<file path="config.mk">
export PLATFORM = sky130hd
export DESIGN_NAME = memory_access
export DESIGN_NICKNAME = d
export VERILOG_FILES = /design/src/rtl/memory_access_pkg.sv /design/src/rtl/memory_access_align.sv /design/src/rtl/memory_access.sv
export SDC_FILE = /design/constraint.sdc
export NUM_CORES = 1
export LEC_CHECK = 0
export ABC_AREA = 1
export BUFFER_PORTS_ARGS = -buffer_cell sky130_fd_sc_hd__buf_4
export CORE_AREA = 2 2 162 164
export DETAILED_ROUTE_END_ITERATION = 8
export DIE_AREA = 0 0 164 166
export GPL_TIMING_DRIVEN = 1
export PLACE_DENSITY = 0.58
export SLEW_MARGIN = 10
export SYNTH_ARGS = -nofsm -noshare
export SYNTH_HDL_FRONTEND = slang
export SYNTH_SLANG_ARGS = --single-unit
</file>
<file path="constraint.sdc">
create_clock -name clk_i -period 5.1 [get_ports clk_i]
set_input_delay 0.255 -clock clk_i [delete_from_list [all_inputs] [get_ports clk_i]]
set_output_delay 0.255 -clock clk_i [all_outputs]
set_load 0.005 [all_outputs]
</file>
<file path="src/rtl/memory_access_pkg.sv">
// Shared types and constants for the MEM pipeline stage.
// Latency: n/a (declarations only).
// Backpressure: n/a.
package mem_pkg;

    typedef enum logic [1:0] {
        IDLE = 2'd0,
        REQ  = 2'd1,
        RESP = 2'd2,
        HOLD = 2'd3
    } state_t;

    // funct3 width/sign encodings for loads and stores
    localparam logic [2:0] F3_B  = 3'b000;
    localparam logic [2:0] F3_H  = 3'b001;
    localparam logic [2:0] F3_W  = 3'b010;
    localparam logic [2:0] F3_BU = 3'b100;
    localparam logic [2:0] F3_HU = 3'b101;

    // Control bus layout: [0] reg write enable, [1] mem read, [2] mem write, [4:3] writeback select
    localparam int CONTROL_BIT   = 5;
    localparam int CTRL_REGEN    = 0;
    localparam int CTRL_MEMREAD  = 1;
    localparam int CTRL_MEMWRITE = 2;

    // Everything captured from Execute that is carried through to WriteBack
    typedef struct packed {
        logic [31:0]            instr;
        logic [CONTROL_BIT-1:0] control;
        logic [31:0]            alu_result;
        logic [4:0]             rd_addr;
        logic [31:0]            pcplus;
    } op_t;

    // Counter width able to hold the value cyc itself
    function automatic int timeout_width(input int cyc);
        if (cyc < 2) return 1;
        return $clog2(cyc + 1);
    endfunction

endpackage

</file>
<file path="src/rtl/memory_access_align.sv">
// Byte-lane steering: store data/strobe generation, misalignment check, load extraction/extension.
// Latency: purely combinational.
// Backpressure: none; outputs follow inputs.
module load_store_align
    import mem_pkg::*;
(
    input  logic [2:0]  req_funct3,
    input  logic [1:0]  req_addr,
    input  logic [31:0] req_data,
    output logic [31:0] req_wdata,
    output logic [3:0]  req_wstrb,
    output logic        req_misaligned,
    input  logic [2:0]  rsp_funct3,
    input  logic [1:0]  rsp_addr,
    input  logic [31:0] rsp_rdata,
    output logic [31:0] rsp_data
);

    logic [7:0]  rsp_byte;
    logic [15:0] rsp_half;

    // Replicate store data across lanes and strobe only the addressed bytes
    always_comb begin
        req_wdata      = req_data;
        req_wstrb      = 4'hF;
        req_misaligned = 1'b0;
        case (req_funct3)
            F3_B, F3_BU: begin
                req_wdata = {4{req_data[7:0]}};
                req_wstrb = 4'b0001 << req_addr;
            end
            F3_H, F3_HU: begin
                req_wdata      = {2{req_data[15:0]}};
                req_wstrb      = 4'b0011 << req_addr;
                req_misaligned = req_addr[0];
            end
            default: begin
                req_misaligned = |req_addr;
            end
        endcase
    end

    assign rsp_byte = rsp_rdata[{rsp_addr, 3'b000} +: 8];
    assign rsp_half = rsp_rdata[{rsp_addr[1], 4'b0000} +: 16];

    // Pick the addressed byte/half from the returned word and sign/zero-extend it
    always_comb begin
        rsp_data = rsp_rdata;
        case (rsp_funct3)
            F3_B:    rsp_data = {{24{rsp_byte[7]}}, rsp_byte};
            F3_BU:   rsp_data = {24'd0, rsp_byte};
            F3_H:    rsp_data = {{16{rsp_half[15]}}, rsp_half};
            F3_HU:   rsp_data = {16'd0, rsp_half};
            F3_W:    rsp_data = rsp_rdata;
            default: rsp_data = rsp_rdata;
        endcase
    end

endmodule

</file>
<file path="src/rtl/memory_access.sv">
// MEM stage: one instruction at a time, runs its load/store on a req/gnt/rvalid bus, hands result to WB.
// Latency: ALU op 1 cycle; store 1 cycle after gnt; load 1 cycle after rvalid; bus timeout after TIMEOUT_CYC.
// Backpressure: single-entry; ex_ready_o only in IDLE or in HOLD when WriteBack takes the result.
module memory_access
    import mem_pkg::*;
#(
    parameter int TIMEOUT_CYC = 255
) (
    input  logic                   clk_i,
    input  logic                   rst_ni,
    input  logic                   ex_valid_i,
    output logic                   ex_ready_o,
    input  logic [31:0]            ex_instr_i,
    input  logic [CONTROL_BIT-1:0] ex_control_i,
    input  logic [31:0]            ex_aluResult_i,
    input  logic [31:0]            ex_storeData_i,
    input  logic [4:0]             ex_rd_addr_i,
    input  logic [31:0]            ex_pcplus_i,
    output logic                   dmem_req_o,
    output logic                   dmem_we_o,
    output logic [31:0]            dmem_addr_o,
    output logic [31:0]            dmem_wdata_o,
    output logic [3:0]             dmem_wstrb_o,
    input  logic                   dmem_gnt_i,
    input  logic                   dmem_rvalid_i,
    input  logic [31:0]            dmem_rdata_i,
    output logic                   mem_valid_o,
    input  logic                   mem_ready_i,
    output logic [31:0]            mem_instr_o,
    output logic [CONTROL_BIT-1:0] mem_control_o,
    output logic [31:0]            mem_aluResult_o,
    output logic [31:0]            mem_readData_o,
    output logic [31:0]            mem_pcplus_o,
    output logic [31:0]            mem_rd_addr_o,
    output logic                   exc_misaligned_o,
    output logic                   exc_buserr_o
);

    localparam int               CNT_W   = timeout_width(TIMEOUT_CYC);
    localparam logic [CNT_W-1:0] CNT_MAX = CNT_W'(TIMEOUT_CYC);

    state_t           state_q, state_d, accept_state;
    op_t              op_q, ex_op;
    logic [31:0]      read_data_q, wdata_q, ex_wdata, load_data;
    logic [3:0]       wstrb_q, ex_wstrb;
    logic [CNT_W-1:0] cnt_q, cnt_inc;
    logic             we_q, exc_mis_q, exc_bus_q;
    logic             transfer, ex_is_mem, ex_misaligned, ex_mis_mem;
    logic             timeout_hit, timeout_fire;

    load_store_align u_align (
        .req_funct3     (ex_instr_i[14:12]),
        .req_addr       (ex_aluResult_i[1:0]),
        .req_data       (ex_storeData_i),
        .req_wdata      (ex_wdata),
        .req_wstrb      (ex_wstrb),
        .req_misaligned (ex_misaligned),
        .rsp_funct3     (op_q.instr[14:12]),
        .rsp_addr       (op_q.alu_result[1:0]),
        .rsp_rdata      (dmem_rdata_i),
        .rsp_data       (load_data)
    );

    assign transfer     = ex_valid_i & ex_ready_o;
    assign ex_is_mem    = ex_control_i[CTRL_MEMREAD] | ex_control_i[CTRL_MEMWRITE];
    assign ex_mis_mem   = ex_is_mem & ex_misaligned;
    assign accept_state = (ex_is_mem && !ex_mis_mem) ? REQ : HOLD;
    assign cnt_inc      = cnt_q + CNT_W'(1);
    assign timeout_hit  = (cnt_inc == CNT_MAX);
    // A grant or response in the last allowed cycle still wins over the timeout
    assign timeout_fire = timeout_hit &&
                          ((state_q == REQ && !dmem_gnt_i) || (state_q == RESP && !dmem_rvalid_i));

    // Operand bundle as it will be stored; a dropped misaligned access must not write a register
    always_comb begin
        ex_op.instr      = ex_instr_i;
        ex_op.control    = ex_control_i;
        ex_op.alu_result = ex_aluResult_i;
        ex_op.rd_addr    = ex_rd_addr_i;
        ex_op.pcplus     = ex_pcplus_i;
        if (ex_mis_mem) ex_op.control[CTRL_REGEN] = 1'b0;
    end

    // State register
    always_ff @(posedge clk_i) begin
        if (!rst_ni) state_q <= IDLE;
        else         state_q <= state_d;
    end

    // Next-state logic
    always_comb begin
        state_d = state_q;
        case (state_q)
            IDLE: if (transfer) state_d = accept_state;
            REQ: begin
                if (dmem_gnt_i)       state_d = we_q ? HOLD : RESP;
                else if (timeout_hit) state_d = HOLD;
            end
            RESP: begin
                if (dmem_rvalid_i || timeout_hit) state_d = HOLD;
            end
            HOLD: if (mem_ready_i) state_d = transfer ? accept_state : IDLE;
            default: state_d = IDLE;
        endcase
    end

    // Bus and handshake outputs decoded from the current state
    always_comb begin
        ex_ready_o   = 1'b0;
        mem_valid_o  = 1'b0;
        dmem_req_o   = 1'b0;
        dmem_we_o    = 1'b0;
        dmem_addr_o  = '0;
        dmem_wdata_o = '0;
        dmem_wstrb_o = '0;
        case (state_q)
            IDLE: ex_ready_o = rst_ni;
            REQ: begin
                dmem_req_o   = 1'b1;
                dmem_we_o    = we_q;
                dmem_addr_o  = {op_q.alu_result[31:2], 2'b00};
                dmem_wdata_o = wdata_q;
                dmem_wstrb_o = wstrb_q;
            end
            HOLD: begin
                mem_valid_o = 1'b1;
                ex_ready_o  = rst_ni & mem_ready_i;
            end
            default: ;
        endcase
    end

    // Operand capture, load data, timeout counter and exception pulses
    always_ff @(posedge clk_i) begin
        if (!rst_ni) begin
            op_q        <= '0;
            read_data_q <= '0;
            we_q        <= 1'b0;
            wdata_q     <= '0;
            wstrb_q     <= '0;
            cnt_q       <= '0;
            exc_mis_q   <= 1'b0;
            exc_bus_q   <= 1'b0;
        end else begin
            exc_mis_q <= transfer & ex_mis_mem;
            exc_bus_q <= timeout_fire;
            if ((state_d == REQ && state_q != REQ) || (state_d == RESP && state_q != RESP))
                cnt_q <= '0;
            else if (state_q == REQ || state_q == RESP)
                cnt_q <= cnt_inc;
            if (transfer) begin
                op_q        <= ex_op;
                read_data_q <= '0;
                we_q        <= ex_control_i[CTRL_MEMWRITE];
                wdata_q     <= ex_wdata;
                wstrb_q     <= ex_wstrb;
            end
            if (state_q == RESP && dmem_rvalid_i) read_data_q <= load_data;
            if (timeout_fire) op_q.control[CTRL_REGEN] <= 1'b0;
        end
    end

    assign mem_instr_o      = op_q.instr;
    assign mem_control_o    = op_q.control;
    assign mem_aluResult_o  = op_q.alu_result;
    assign mem_readData_o   = read_data_q;
    assign mem_pcplus_o     = op_q.pcplus;
    assign mem_rd_addr_o    = {27'd0, op_q.rd_addr};
    assign exc_misaligned_o = exc_mis_q;
    assign exc_buserr_o     = exc_bus_q;

endmodule

</file>
After elaboration in Yosys (flattened, before gate mapping)

Index checks and enable logic that the tools add are counted.

Word-level logic and storage cells: 85
Output and inout port bits: 239
Latch bits: 0
Memory bits (read-only): 0
Bits in registers: 187
Memories kept: 0
RAM bits: 0

Multipliers: 0
$lt $le $gt $ge: 0
Mux-type cells: 23
Eq/ne operators: 14
Reductions and logical operators: 23
Shift-type cells: 4
Divide/modulo/power cells: 0
Add/sub/neg operators: 1
Bitwise operators: 6

Operator list:

| operator                                                           | count |
|---|---|
| 32-bit two-way mux                                                 | 4 |
| 32-bit one-hot mux with 4 select lines                             | 1 |
| 32-bit one-hot mux with 2 select lines                             | 1 |
| 32-bit by 6-bit indexed part select with 16-bit output             | 1 |
| 32-bit by 6-bit indexed part select with 8-bit output              | 1 |
| 2-bit two-way mux                                                  | 7 |
| 3-bit == test (second input constant)                              | 4 |
| 2-bit OR reduction                                                 | 5 |
| 8-bit by 1-bit adder with 8-bit output (second input constant)     | 1 |
| 8-bit == test (second input constant)                              | 1 |
| 2-bit one-hot mux with 4 select lines                              | 1 |
| 4-bit one-hot mux with 2 select lines                              | 1 |
| 1-bit logical AND                                                  | 7 |
| 2-bit == test (second input constant)                              | 3 |
| 3-bit by 1-bit == test with 1-bit output (second input constant)   | 2 |
| 3-bit logical NOT                                                  | 2 |
| 1-bit two-way mux                                                  | 5 |
| 1-bit bitwise AND                                                  | 4 |
| 2-bit by 1-bit == test with 1-bit output (second input constant)   | 2 |
| 1-bit logical OR                                                   | 4 |
| 4-bit two-way mux                                                  | 1 |
| 1-bit one-hot mux with 2 select lines                              | 2 |
| 1-bit by 2-bit << shifter with 4-bit output (first input constant) | 1 |
| 2-bit by 2-bit << shifter with 4-bit output (first input constant) | 1 |
| other kinds (7)                                                    | 9 |

Logic depth before layout (Yosys ltp)

Gate-level depths: netlist of run 1.

Word-level depth: 14
Gate-level depth with buffers: 16

Modules after synthesis

A second synthesis of run 1 with hierarchy kept.

Cell total of the unflattened synthesis: 1,348
Area total of the unflattened synthesis: 9,003.6 um^2

Modules (own cells, without submodules):

| module           | area each (um^2) | instances | cells an instance | seq. area each (um^2) |
|---|---|---|---|---|
| memory_access    | 7,811.2          | 1         | 1,083             | 3,723.6 |
| load_store_align | 1,192.4          | 1         | 265               | 0.0 |

Worst setup path before layout of run 1

No wires, ideal clock.

Path type: register -> register
From: reg state_q[0]
To: reg cnt_q[3]
Period minus slack after synthesis: 1.855 ns
Library setup time: 0.119 ns
Path buffers: 0
Stages on the path, launching flop included: 13
Setup slack: 3.245 ns
Data arrival time: 1.736 ns
Data required time: 4.981 ns
Cell sequence: dfxtp_1 > inv_1 > ha_1 > nand2_1 > clkinv_1 > nor2_1 > o311ai_0 > nor2_1 > a21boi_2 > nand2_2 > nand2_2 > nand2_4 > nor2_2

Longest elaborated chain between the ends: 10

RTL lines:

| what                                                                      | line                                      | text |
|---|---|---|
| start: declaration                                                        | memory_access.sv:42                       | `state_t state_q, state_d, accept_state;` |
| start signal: assignment                                                  | memory_access.sv:87                       | `else state_q <= state_d;` |
| 2-bit == test or 2-bit logical NOT (tied branches)                        | memory_access.sv:93, memory_access.sv:116 |  |
| 1-bit one-hot mux with 2 select lines                                     | memory_access.sv:116                      | `case (state_q)` |
| 1-bit bitwise AND                                                         | memory_access.sv:64                       | `assign transfer = ex_valid_i & ex_ready_o;` |
| 2-bit two-way mux (2 in series)                                           | memory_access.sv:102                      | `HOLD: if (mem_ready_i) state_d = transfer ? accept_state : IDLE;` |
| 2-bit one-hot mux with 4 select lines                                     | memory_access.sv:93                       | `case (state_q)` |
| 2-bit by 1-bit == test with 1-bit output or 2-bit == test (tied branches) | memory_access.sv:147                      | `if ((state_d == REQ && state_q != REQ) \|\| (state_d == RESP && state_q != RESP))` |
| 1-bit logical AND                                                         | memory_access.sv:147                      |  |
| 1-bit logical OR                                                          | memory_access.sv:147                      |  |
| 2-bit OR reduction (no line)                                              | --                                        |  |
| end signal: assignment                                                    | memory_access.sv:150                      | `cnt_q <= cnt_inc;` |
| end: declaration                                                          | memory_access.sv:46                       | `logic [CNT_W-1:0] cnt_q, cnt_inc;` |

Parallel ways exist; a longest one is shown, timed or not.
A chain may end at the register's enable or synchronous reset.

Final worst setup path of run 1

From: reg state_q[0]
To: reg wdata_q[22]

Longest elaborated chain between the ends: 3

RTL lines:

| what                                               | line                 | text |
|---|---|---|
| 2-bit == test or 2-bit logical NOT (tied branches) | memory_access.sv:116 |  |
| 1-bit one-hot mux with 2 select lines *            | memory_access.sv:116 |  |
| 1-bit bitwise AND *                                | memory_access.sv:64  |  |
| end signal: assignment                             | memory_access.sv:155 | `wdata_q <= ex_wdata;` |
| end: declaration                                   | memory_access.sv:44  | `logic [31:0] read_data_q, wdata_q, ex_wdata, load_data;` |

Mark *: on every way between the ends. The rest lies on a longest branch, timed or not.

==> metrics.yaml, run 1 <==
outcome: "finished clean"
slew_violations: 0
drtAntennaViolNets: 0
synth_cell_types: 37
grt_pass1_wl_um: 46000
yosysSeqAreaShare: 0.445
grtUsageMet2: 0.366
fin_skew_ns: 0.0162
grt_setup_unrepaired: "no"
setup_tns_ns: 0
root_buffer: "clkbuf_16"
ioPinCount: 415
power.density_nw_per_um2: 421
overflow: 0
start_kind: "flop"
end_kind: "flop"
yosys_warnings: 0
synth_top_area_frac: 0.445
grt_max_degree: 85
grt_pass1_vias: 8219
n_antenna_cell: 0
worstPathRequired_ns: 5.45
fin_nets: 1736
layout_common_cells: "nand2_1 (446), buf_4 (391), a21oi_1 (194)"
hold_violations: 0
cap_viol_max_count: 0
final_layout_size_suffix_gt1_frac: 0.287
cts_num_sinks: 186
wirelength_um: 30500
ys_seq_elements: 186
path_cells: "inv_1 > ha_1 > nor2_1 > nand2_1 > inv_2 > nand2_4 > inv_4 > buf_4 > nand2_1 > nand2_1 > o21ai_0 > a21oi_1"
hp-class: "in2reg"
finalPower_mw: 4.99
use_met3: 0.0657
fin_cells: 1901
max-slew-margin-rel: 0.324
dpl.hpwl_um: 22400
track_usage: 0.215
htree_levels: 4
worstPathArrival_ns: 3.64
cpMostUsedCell: "nand2_1"
clockBufferDepth: 2
max_freq_mhz: 305
finalWeightedCongestion: 0.835
ctsHoldBuffers: 0
vias_per_cell: 4.63
port_buffers: 385
postCtsResizedCells: 0
nFillCells: 2667
die_w_um: 164
r2r_slack_ns: 1.82
die_y_um: 166
multi_input_area_um2: 3740
regArea_um2: 3720
period_minus_slack_ns: 3.28
start_util: 0.326
path_delay_family: "buffers and inverters"
setup_viol: 0
p_leak_nw: 5.81
dieArea_um2: 27200
vias: 8801
synth_area_leader_cell: "dfxtp_1"
synth_top_cells_by_area: "dfxtp_1 (45%), nand2_1 (20%), a21oi_1 (12%)"
post_drt_wl_per_cell_um: 16.0
cts-buffers-inserted: 17
syn_area_um2: 8360
grt_antenna_before_repair: 0
synth_cells: 1215
area_growth_pct: 41.8
crit_fanout: 84
met1_usage: 0.264
tightest_slew_ns: 1.01
cts_tree: "built"
remaining_drc_errors: 0
num_rows: 59
hold_slack_ns: 0.0680
slowest_stage: "inv_4"
clk_pin_slew_ns: 0.08
core_area_um2: 25600
first_pass_iters: 5
top_usage_layer: "met2"
avgSynthCellArea_um2: 6.88
clock_latency_ns: 0.43
ys.flop_type: "dfxtp_1"
post_cts_buffers: 0
mostFrequentLayoutCell: "nand2_1"
critPathKind: "reg2reg"
slowest_delay_ns: 0.77
synth-edff-count: 0
cp_num_buf_inv: 4
peakVddDrop_mv: 0.185
async_reset_ff_frac: 0
drt-initial-drc-count: 651
finalCritPeriodShare: 0.643
dp.cells: 1869
## per-layer routing
| metal | vias up | routed length [um] |
|---|---|---|
| met5 | - | 0 |
| met4 | 0 | 506 |
| met3 | 27 | 2450 |
| met2 | 307 | 14700 |
| met1 | 4006 | 12800 |
| li1 | 4461 | - |
## worst paths after layout
kind	depth (start not counted)	startpoint	endpoint
max	12	state_q[0]$_SDFF_PN0_	wdata_q[22]$_SDFFE_PN0P_
min	3	ex_aluResult_i[10]	mem_aluResult_o[10]$_SDFFE_PN0P_
max reg2reg	12	state_q[0]$_SDFF_PN0_	wdata_q[22]$_SDFFE_PN0P_
min reg2reg	2	mem_instr_o[0]$_SDFFE_PN0P_	mem_instr_o[0]$_SDFFE_PN0P_
## area by class of cell
class	count	area share
Sequential cell	186	0.314
Clock buffer	19	0.0374
Inverter	123	0.0394
Tap cell	335	0.0354
Clock inverter	13	0.0109
Timing Repair Buffer	391	0.248
Multi-Input combinational cell	834	0.315
## logic make-up after synthesis
logic type                 synth area share
AOI/OAI and AO/OA                     0.179
adders and majority gates            0.0105
other                              0.000448
xor gates and xnor gates            0.00105
and+or+nand+nor                       0.241
muxes                               0.00254
buffers and inverters                 0.120
DFF                                   0.445
## stage by stage
| step | utilization | worst slack (ns) | area, um^2 |
|---|---|---|---|
| 4_1_cts | 0.463 | 1.78 | 11900 |
| 6_report | 0.463 | 1.82 | 11900 |
| 3_3_place_gp | 0.441 | 1.84 | 11300 |
| 3_5_place_dp | 0.441 | 1.79 | 11300 |
| 5_1_grt | 0.463 | 1.46 | 11900 |
| 2_1_floorplan | - | 3.25 | 8470 |
## sequential cells by signal, summed over array words and instances, names as in the netlist
| register | count |
|---|---|
| state_q | 2 |
| wdata_q | 32 |
| mem_aluResult_o | 32 |
| mem_instr_o | 32 |
| mem_pcplus_o | 32 |
| exc_misaligned_o | 1 |
| mem_control_o | 5 |
| cnt_q | 8 |
| mem_readData_o | 32 |
| exc_buserr_o | 1 |
| wstrb_q | 4 |
| mem_rd_addr_o | 5 |
## where the power goes
part	total (mW)	internal, mW	leakage [nW]	switching [mW]
sequential	1.86	1.69	1.51	0.166
combinational	1.83	0.701	4.02	1.12
clock	1.31	0.664	0.276	0.647
total	4.99	3.06	5.81	1.94
## worst reg2reg max path, cell delays in order (launching register included)
cell	delay, ns
dfxtp_1	0.37
inv_1	0.13
ha_1	0.47
nor2_1	0.15
nand2_1	0.08
inv_2	0.07
nand2_4	0.30
inv_4	0.81
buf_4	0.42
nand2_1	0.11
nand2_1	0.08
o21ai_0	0.10
a21oi_1	0.14
## synthesized netlist by cell type (all sizes together), types with 2 or more instances
cell type and n:
dfxtp 186, nand2 451, nand3 15, nand4 3
a31oi 9, inv 121, clkinv 2, o21ai 57
nor2 41, buf 64, ha 7, a21oi 194
o211ai 15, clkbuf 36
Power figures use the tool's default switching activity.
==> inputs of run 2 (changes only) <==
Settings changed: ABC_AREA 1 to 0, CORE_AREA 2 2 162 164 to 2 2 161 163, DIE_AREA 0 0 164 166 to 0 0 163 165.
Clock period 5.1 ns to 3.32 ns, I/O delays scaled along.
==> run 2 against run 1 <==
Net effect:
- via count fell by 1.0%
- worst hold slack got worse by 0.046 ns
- sequential share of layout area fell by 2.6 points
- combinational power rose by 20%
- critical path type unchanged
- critical endpoint is now cnt_q[2]$_SDFFE_PP0P_
- largest cell class unchanged
==> metrics.yaml, run 2 <==
outcome: "finished clean"  # unchanged
track_usage: 0.214  # was 0.215
clock_latency_ns: 0.44  # was 0.43 ns
synth_area_leader_cell: "dfxtp_1"  # unchanged
worstPathArrival_ns: 2.76  # was 3.64 ns
dieArea_um2: 26900  # was 27200 um^2
overflow: 0  # unchanged
ys_seq_elements: 186  # unchanged
slew_violations: 0  # unchanged
grt_setup_unrepaired: "no"  # unchanged
finalCritPeriodShare: 0.743  # was 0.643
hp-class: "in2reg"  # unchanged
yosysMostFrequentCell: "nand2_1"  # unchanged
place_area_um2: 11300  # about the same
yosysSeqAreaShare: 0.447  # was 0.445
grt_pass1_vias: 8294  # was 8219
mostFrequentLayoutCell: "buf_4"  # was nand2_1
start_kind: "flop"  # unchanged
end_kind: "flop"  # unchanged
finalWeightedCongestion: 0.780  # was 0.835
fin_cells: 1839  # was 1901
vias_per_cell: 4.74  # was 4.63
async_reset_ff_frac: 0  # unchanged
max_freq_mhz: 405  # was 305 MHz
cts_tree: "built"  # unchanged
port_buffers: 385  # unchanged
synth_cells: 1055  # was 1215
wirelength_um: 29900  # was 30500 um
setup_tns_ns: 0  # unchanged
power.density_nw_per_um2: 546  # was 421 nW/um^2
post_cts_buffers: 0  # unchanged
worstPathRequired_ns: 3.62  # was 5.45 ns
num_rows: 58  # was 59
post_drt_wl_per_cell_um: 16.3  # was 16.0 um
n_antenna_cell: 0  # unchanged
htree_levels: 4  # unchanged
tightest_slew_ns: 0.698  # was 1.01 ns
drt-initial-drc-count: 537  # was 651
root_buffer: "clkbuf_16"  # unchanged
final_layout_size_suffix_gt1_frac: 0.300  # was 0.287
area_growth_pct: 55.1  # was 41.8%
synth_common_cells: "nand2_1 (279), dfxtp_1 (186), a21oi_1 (155), and2_1 (71), clkbuf_1 (49)"  # was nand2_1 (446), a21oi_1 (194), dfxtp_1 (186), inv_1 (115), o21ai_0 (55)
remaining_drc_errors: 0  # unchanged
setup_viol: 0  # unchanged
synth_top_area_frac: 0.447  # was 0.445
grt_max_degree: 80  # was 85
final_area_um2: 12900  # was 11900 um^2
dp.cells: 1705  # was 1869
die_w_um: 163  # was 164 um
drtAntennaViolNets: 0  # unchanged
hold_slack_ns: 0.0217  # was 0.0680 ns
avgSynthCellArea_um2: 7.90  # was 6.88 um^2
max-slew-margin-rel: 0.534  # was 0.324
synth_top_cells_by_area: "dfxtp_1 (45%), nand2_1 (13%), a21oi_1 (9.3%)"  # was dfxtp_1 (45%), nand2_1 (20%), a21oi_1 (12%)
hold_violations: 0  # unchanged
synth-edff-count: 0  # unchanged
yosys_warnings: 0  # unchanged
critPathKind: "reg2reg"  # unchanged
cap_viol_max_count: 0  # unchanged
post-route-worst-setup-slack_ns: 0.853  # was 1.82 ns
vias: 8712  # was 8801
layout_common_cells: "buf_4 (395), nand2_1 (278), dfxtp_1 (186)"  # was nand2_1 (446), buf_4 (391), a21oi_1 (194)
cts-buffers-inserted: 17  # unchanged
synth_cell_types: 56  # was 37
ys.flop_type: "dfxtp_1"  # unchanged
clk_pin_slew_ns: 0.07  # was 0.08 ns
fin_skew_ns: 0.0175  # was 0.0162 ns
syn_area_um2: 8330  # was 8360 um^2
grt_pass1_wl_um: 45500  # was 46000 um
ctsHoldBuffers: 102  # was 0
postCtsResizedCells: 0  # unchanged
dp_slack_ns: 0.854  # was 1.79 ns
crit_fanout: 10  # was 84
period_minus_slack_ns: 2.47  # was 3.28 ns
slowest_stage: "ha_1"  # was inv_4
cts_num_sinks: 186  # unchanged
grt_antenna_before_repair: 0  # unchanged
fin_nets: 1679  # was 1736
start_util: 0.333  # was 0.326
peakVddDrop_mv: 0.314  # was 0.185 mV
postLayoutCoreUtil: 0.516  # was 0.463
p_leak_nw: 5.50  # was 5.81 nW
ioPinCount: 415  # unchanged
first_pass_iters: 5  # unchanged
slowest_delay_ns: 0.44  # was 0.77 ns
core_area_um2: 25000  # was 25600 um^2
path_cells: "inv_1 > ha_1 > nand3b_1 > o2111ai_1 > o21ai_0 > o31ai_4 > a211oi_1"  # was inv_1 > ha_1 > nor2_1 > nand2_1 > inv_2 > nand2_4 > inv_4 > buf_4 > nand2_1 > nand2_1 > o21ai_0 > a21oi_1
clockBufferDepth: 2  # unchanged
die_y_um: 165  # was 166 um
dpl.hpwl_um: 21100  # was 22400 um
finalPower_mw: 7.06  # was 4.99 mW
==> run 2: cell count changes in the layout (fill, tap and decap cells not counted), moves of 9 or more <==
cell,before,now
nand2_1,446,278
and2_1,0,71
o21ai_0,55,35
a211oi_1,1,17
inv_1,115,8
a22oi_1,0,9
a311oi_1,0,9
a21oi_1,194,155
nand2b_1,0,9
nor2_1,31,47
nor2_2,9,0
a31oi_1,9,0
mux2i_1,1,17
dlygate4sd3_1,0,102
==> run 2: kinds of logic (layout without fill, tap and decap cells) <==
logic type,after synthesis,count (layout),synth area share
simple gates,444,444,0.234
flops,186,186,0.447
other cells,1,29,0.000450
xor+xnor,7,7,0.00736
buf+inv,116,542,0.0704
compound gates,267,267,0.195
fa+ha+maj,7,7,0.0105
mux,27,27,0.0353
==> run 2: worst paths after layout <==
check | startpoint | endpoint | slack [ns] | cells after the start
min reg2reg | wdata_q[30]$_SDFFE_PN0P_ | wdata_q[30]$_SDFFE_PN0P_ | 0.45 | 2
max reg2reg | state_q[0]$_SDFF_PN0_ | cnt_q[2]$_SDFFE_PP0P_ | 0.85 | 7
min | ex_rd_addr_i[1] | mem_rd_addr_o[1]$_SDFFE_PN0P_ | 0.02 | 3
max | state_q[0]$_SDFF_PN0_ | cnt_q[2]$_SDFFE_PP0P_ | 0.85 | 7
==> run 2: power breakdown <==
part	switching (mW)	internal, mW	leakage (nW)	total (mW)
registers	0.253	2.62	1.51	2.87
logic	1.17	1.03	3.72	2.20
clock network	1.00	0.991	0.269	2.00
total	2.42	4.64	5.50	7.06
==> run 2: worst max-delay path: cells and delay by family (launching register included) <==
kind                       cells  cell delay (ns)
DFF                            1             0.40
AOI/OAI and AO/OA              4             1.04
adders and majority gates      1             0.44
and+or+nand+nor                1             0.33
buffers and inverters          1             0.13
==> run 2: layer usage <==
metal	wire length, um	global-route usage
met2	14900	0.361
met3	1930	0.0635
met4	592	0.0640
met1	12500	0.263
met5	0	0
==> run 2: cell type report <==
type                       instances  area (um^2)
multi-input combinational        781         4140
clock inverter                    15          130
fill                            2470        12100
tap                              330          413
inverter                          10         40.0
clock buffer                      17          425
timing repair buffer             500         4050
sequential                       186         3720
==> inputs of run 3 (changes only) <==
Clock period 3.32 ns to 2.5 ns, I/O delays scaled along.
==> run 3 against run 2 <==
Net effect:
- global-route usage grew 0.49 points
- via count grew 2.5%
- utilization grew 1.8 points
- combinational power grew 40%
- first-iteration DRC count grew 5.6%
- power grew 35%
- cell area grew 3.5%
- highest routed layer unchanged
==> metrics.yaml, run 3 (same netlist as run 2, synthesis figures left out) <==
max-slew-margin-rel: 0.547  # was 0.534
vias_per_cell: 4.75  # was 4.74
root_buffer: "clkbuf_16"  # unchanged
path_cells: "inv_1 > ha_1 > and3b_1 > o311ai_1 > a32oi_1 > o31ai_4 > buf_4 > a211oi_1"  # was inv_1 > ha_1 > nand3b_1 > o2111ai_1 > o21ai_0 > o31ai_4 > a211oi_1
die_y_um: 165  # unchanged
post_drt_wl_per_cell_um: 16.3  # about the same
cts_tree: "built"  # unchanged
vias: 8933  # was 8712
wirelength_um: 30600  # was 29900 um
hp-class: "in2reg"  # unchanged
mostFrequentLayoutCell: "buf_4"  # unchanged
dieArea_um2: 26900  # unchanged
hold_violations: 0  # unchanged
max_freq_mhz: 442  # was 405 MHz
p_leak_nw: 5.71  # was 5.50 nW
finalCritPeriodShare: 0.906  # was 0.743
cts_num_sinks: 186  # unchanged
grt_max_degree: 78  # was 80
cp_num_buf_inv: 2  # was 1
die_w_um: 163  # unchanged
slowest_delay_ns: 0.41  # was 0.44 ns
start_kind: "flop"  # unchanged
hold_slack_ns: 0.00663  # was 0.0217 ns
endpoint: "cnt_q[4]$_SDFFE_PP0P_"  # was cnt_q[2]$_SDFFE_PP0P_
clk_pin_slew_ns: 0.07  # about the same
drt-initial-drc-count: 567  # was 537
finalWeightedCongestion: 0.800  # was 0.780
outcome: "finished clean"  # unchanged
critPathKind: "reg2reg"  # unchanged
clock_latency_ns: 0.45  # was 0.44 ns
n_antenna_cell: 0  # unchanged
port_buffers: 385  # unchanged
rr_endpoint: "cnt_q[4]$_SDFFE_PP0P_"  # was cnt_q[2]$_SDFFE_PP0P_
grt_setup_unrepaired: "no"  # unchanged
layout_common_cells: "buf_4 (405), nand2_1 (278), dfxtp_1 (186)"  # was buf_4 (395), nand2_1 (278), dfxtp_1 (186)
end_kind: "flop"  # unchanged
startpoint: "state_q[0]$_SDFF_PN0_"  # unchanged
slowest_stage: "dfxtp_1"  # was ha_1
setup_viol: 0  # unchanged
track_usage: 0.218  # was 0.214
worst-path-stages: 8  # was 7
crit_fanout: 8  # was 10
core_area_um2: 25000  # unchanged
start_util: 0.333  # unchanged
area_growth_pct: 60.6  # was 55.1%
setup_tns_ns: 0  # unchanged
power.density_nw_per_um2: 715  # was 546 nW/um^2
grt_pass1_vias: 8506  # was 8294
first_pass_iters: 5  # unchanged
path_delay_family: "compound AO/OA/AOI/OAI gates"  # unchanged
fin_nets: 1721  # was 1679
worstPathRequired_ns: 2.85  # was 3.62 ns
htree_levels: 4  # unchanged
remaining_drc_errors: 0  # unchanged
slew_violations: 0  # unchanged
rr_worst_depth: 8  # was 7
final_layout_size_suffix_gt1_frac: 0.301  # was 0.300
clockBufferDepth: 2  # unchanged
worst_hold_path.num_cells: 3  # unchanged
cts-buffers-inserted: 17  # unchanged
cap_viol_max_count: 0  # unchanged
overflow: 0  # unchanged
grt_antenna_before_repair: 0  # unchanged
num_rows: 58  # unchanged
ioPinCount: 415  # unchanged
fin_skew_ns: 0.0277  # was 0.0175 ns
r2r-start: "state_q[0]$_SDFF_PN0_"  # unchanged
grt_pass1_wl_um: 46600  # was 45500 um
period_minus_slack_ns: 2.26  # was 2.47 ns
drtAntennaViolNets: 0  # unchanged
peakVddDrop_mv: 0.381  # was 0.314 mV
r2r_slack_ns: 0.24  # was 0.85 ns
tightest_slew_ns: 0.679  # was 0.698 ns
nFillCells: 2441  # was 2470
worstPathArrival_ns: 2.62  # was 2.76 ns
dpl.hpwl_um: 21300  # was 21100 um
-- run 3: changes by cell type in the layout (fill, tap and decap cells not counted), moves of 2 or more --
cell           before  now
buf_12              3    7
clkbuf_1            0    2
inv_6               5    2
buf_4             395  405
dlygate4sd3_1     102  130
clkinvlp_4          3    5
-- run 3: how the worst min path moves through the flow --
stage / startpoint / endpoint / slack [ns]
3_3_place_gp: ex_instr_i[20] / mem_instr_o[20]$_SDFFE_PN0P_ / 0.37
5_1_grt: dmem_rdata_i[26] / mem_readData_o[26]$_SDFFE_PN0P_ / 0.02
3_5_place_dp: ex_instr_i[20] / mem_instr_o[20]$_SDFFE_PN0P_ / 0.38
2_1_floorplan: ex_storeData_i[0] / wdata_q[0]$_SDFFE_PN0P_ / 0.26
4_1_cts: dmem_rdata_i[30] / mem_readData_o[30]$_SDFFE_PN0P_ / 0.002
6_report: dmem_rdata_i[18] / mem_readData_o[18]$_SDFFE_PN0P_ / 0.007
-- run 3: stage by stage --
| stage | util | worst slack [ns] | total power, mW | cells | instance area [um^2] |
|---|---|---|---|---|---|
| floorplan | - | 0.389 | 5.34 | 1083 | 8440 |
| detailed placement | 0.459 | 0.196 | 6.75 | 1718 | 11500 |
| CTS | 0.534 | 0.150 | 9.65 | 1880 | 13400 |
| global placement | 0.459 | 0.209 | 6.71 | 1718 | 11500 |
| finish | 0.534 | 0.236 | 9.57 | 1881 | 13400 |
| global route | 0.534 | 0.00208 | 10.1 | 1881 | 13400 |
-- run 3: report_power, final --
part	switching (mW)	total [mW]	internal, mW	leakage (nW)
Combinational	1.62	3.09	1.47	3.93
Sequential	0.320	3.80	3.48	1.51
Clock	1.28	2.68	1.41	0.264
Total	3.22	9.57	6.35	5.71
-- run 3: layer usage --
| layer | global-route usage | part of all wire | routed length [um] | vias to the layer above |
|---|---|---|---|---|
| met5 | 0 | 0 | 0 | - |
| met4 | 0.0599 | 0.015 | 457 | 0 |
| met3 | 0.0575 | 0.064 | 1960 | 34 |
| met2 | 0.377 | 0.51 | 15500 | 264 |
| met1 | 0.269 | 0.42 | 12700 | 4175 |
| li1 | - | - | - | 4460 |
-- run 3: worst reg2reg max path, stage by stage, from the launching register on --
cell	delay (ns)
dfxtp_1	0.41
inv_1	0.13
ha_1	0.33
and3b_1	0.33
o311ai_1	0.17
a32oi_1	0.32
o31ai_4	0.10
buf_4	0.19
a211oi_1	0.22
-- run 3: timing repair --
item / in CTS / in global routing
resized for setup: 0 / 4
setup buffers: 0 / 1
endpoints found under the hold margin: 130 / 0
hold buffers: 130 / 0
endpoints found under the setup margin: 0 / 8
-- run 3: cell type report --
| class | count | area, um^2 | area share |
|---|---|---|---|
| clock buffer | 19 | 433 | 0.0324 |
| clock inverter | 13 | 135 | 0.0101 |
| inverter | 10 | 40.0 | 0.00299 |
| multi-input combinational | 781 | 4150 | 0.310 |
| sequential | 186 | 3720 | 0.278 |
| tap | 330 | 413 | 0.0309 |
| timing repair buffer | 542 | 4480 | 0.335 |
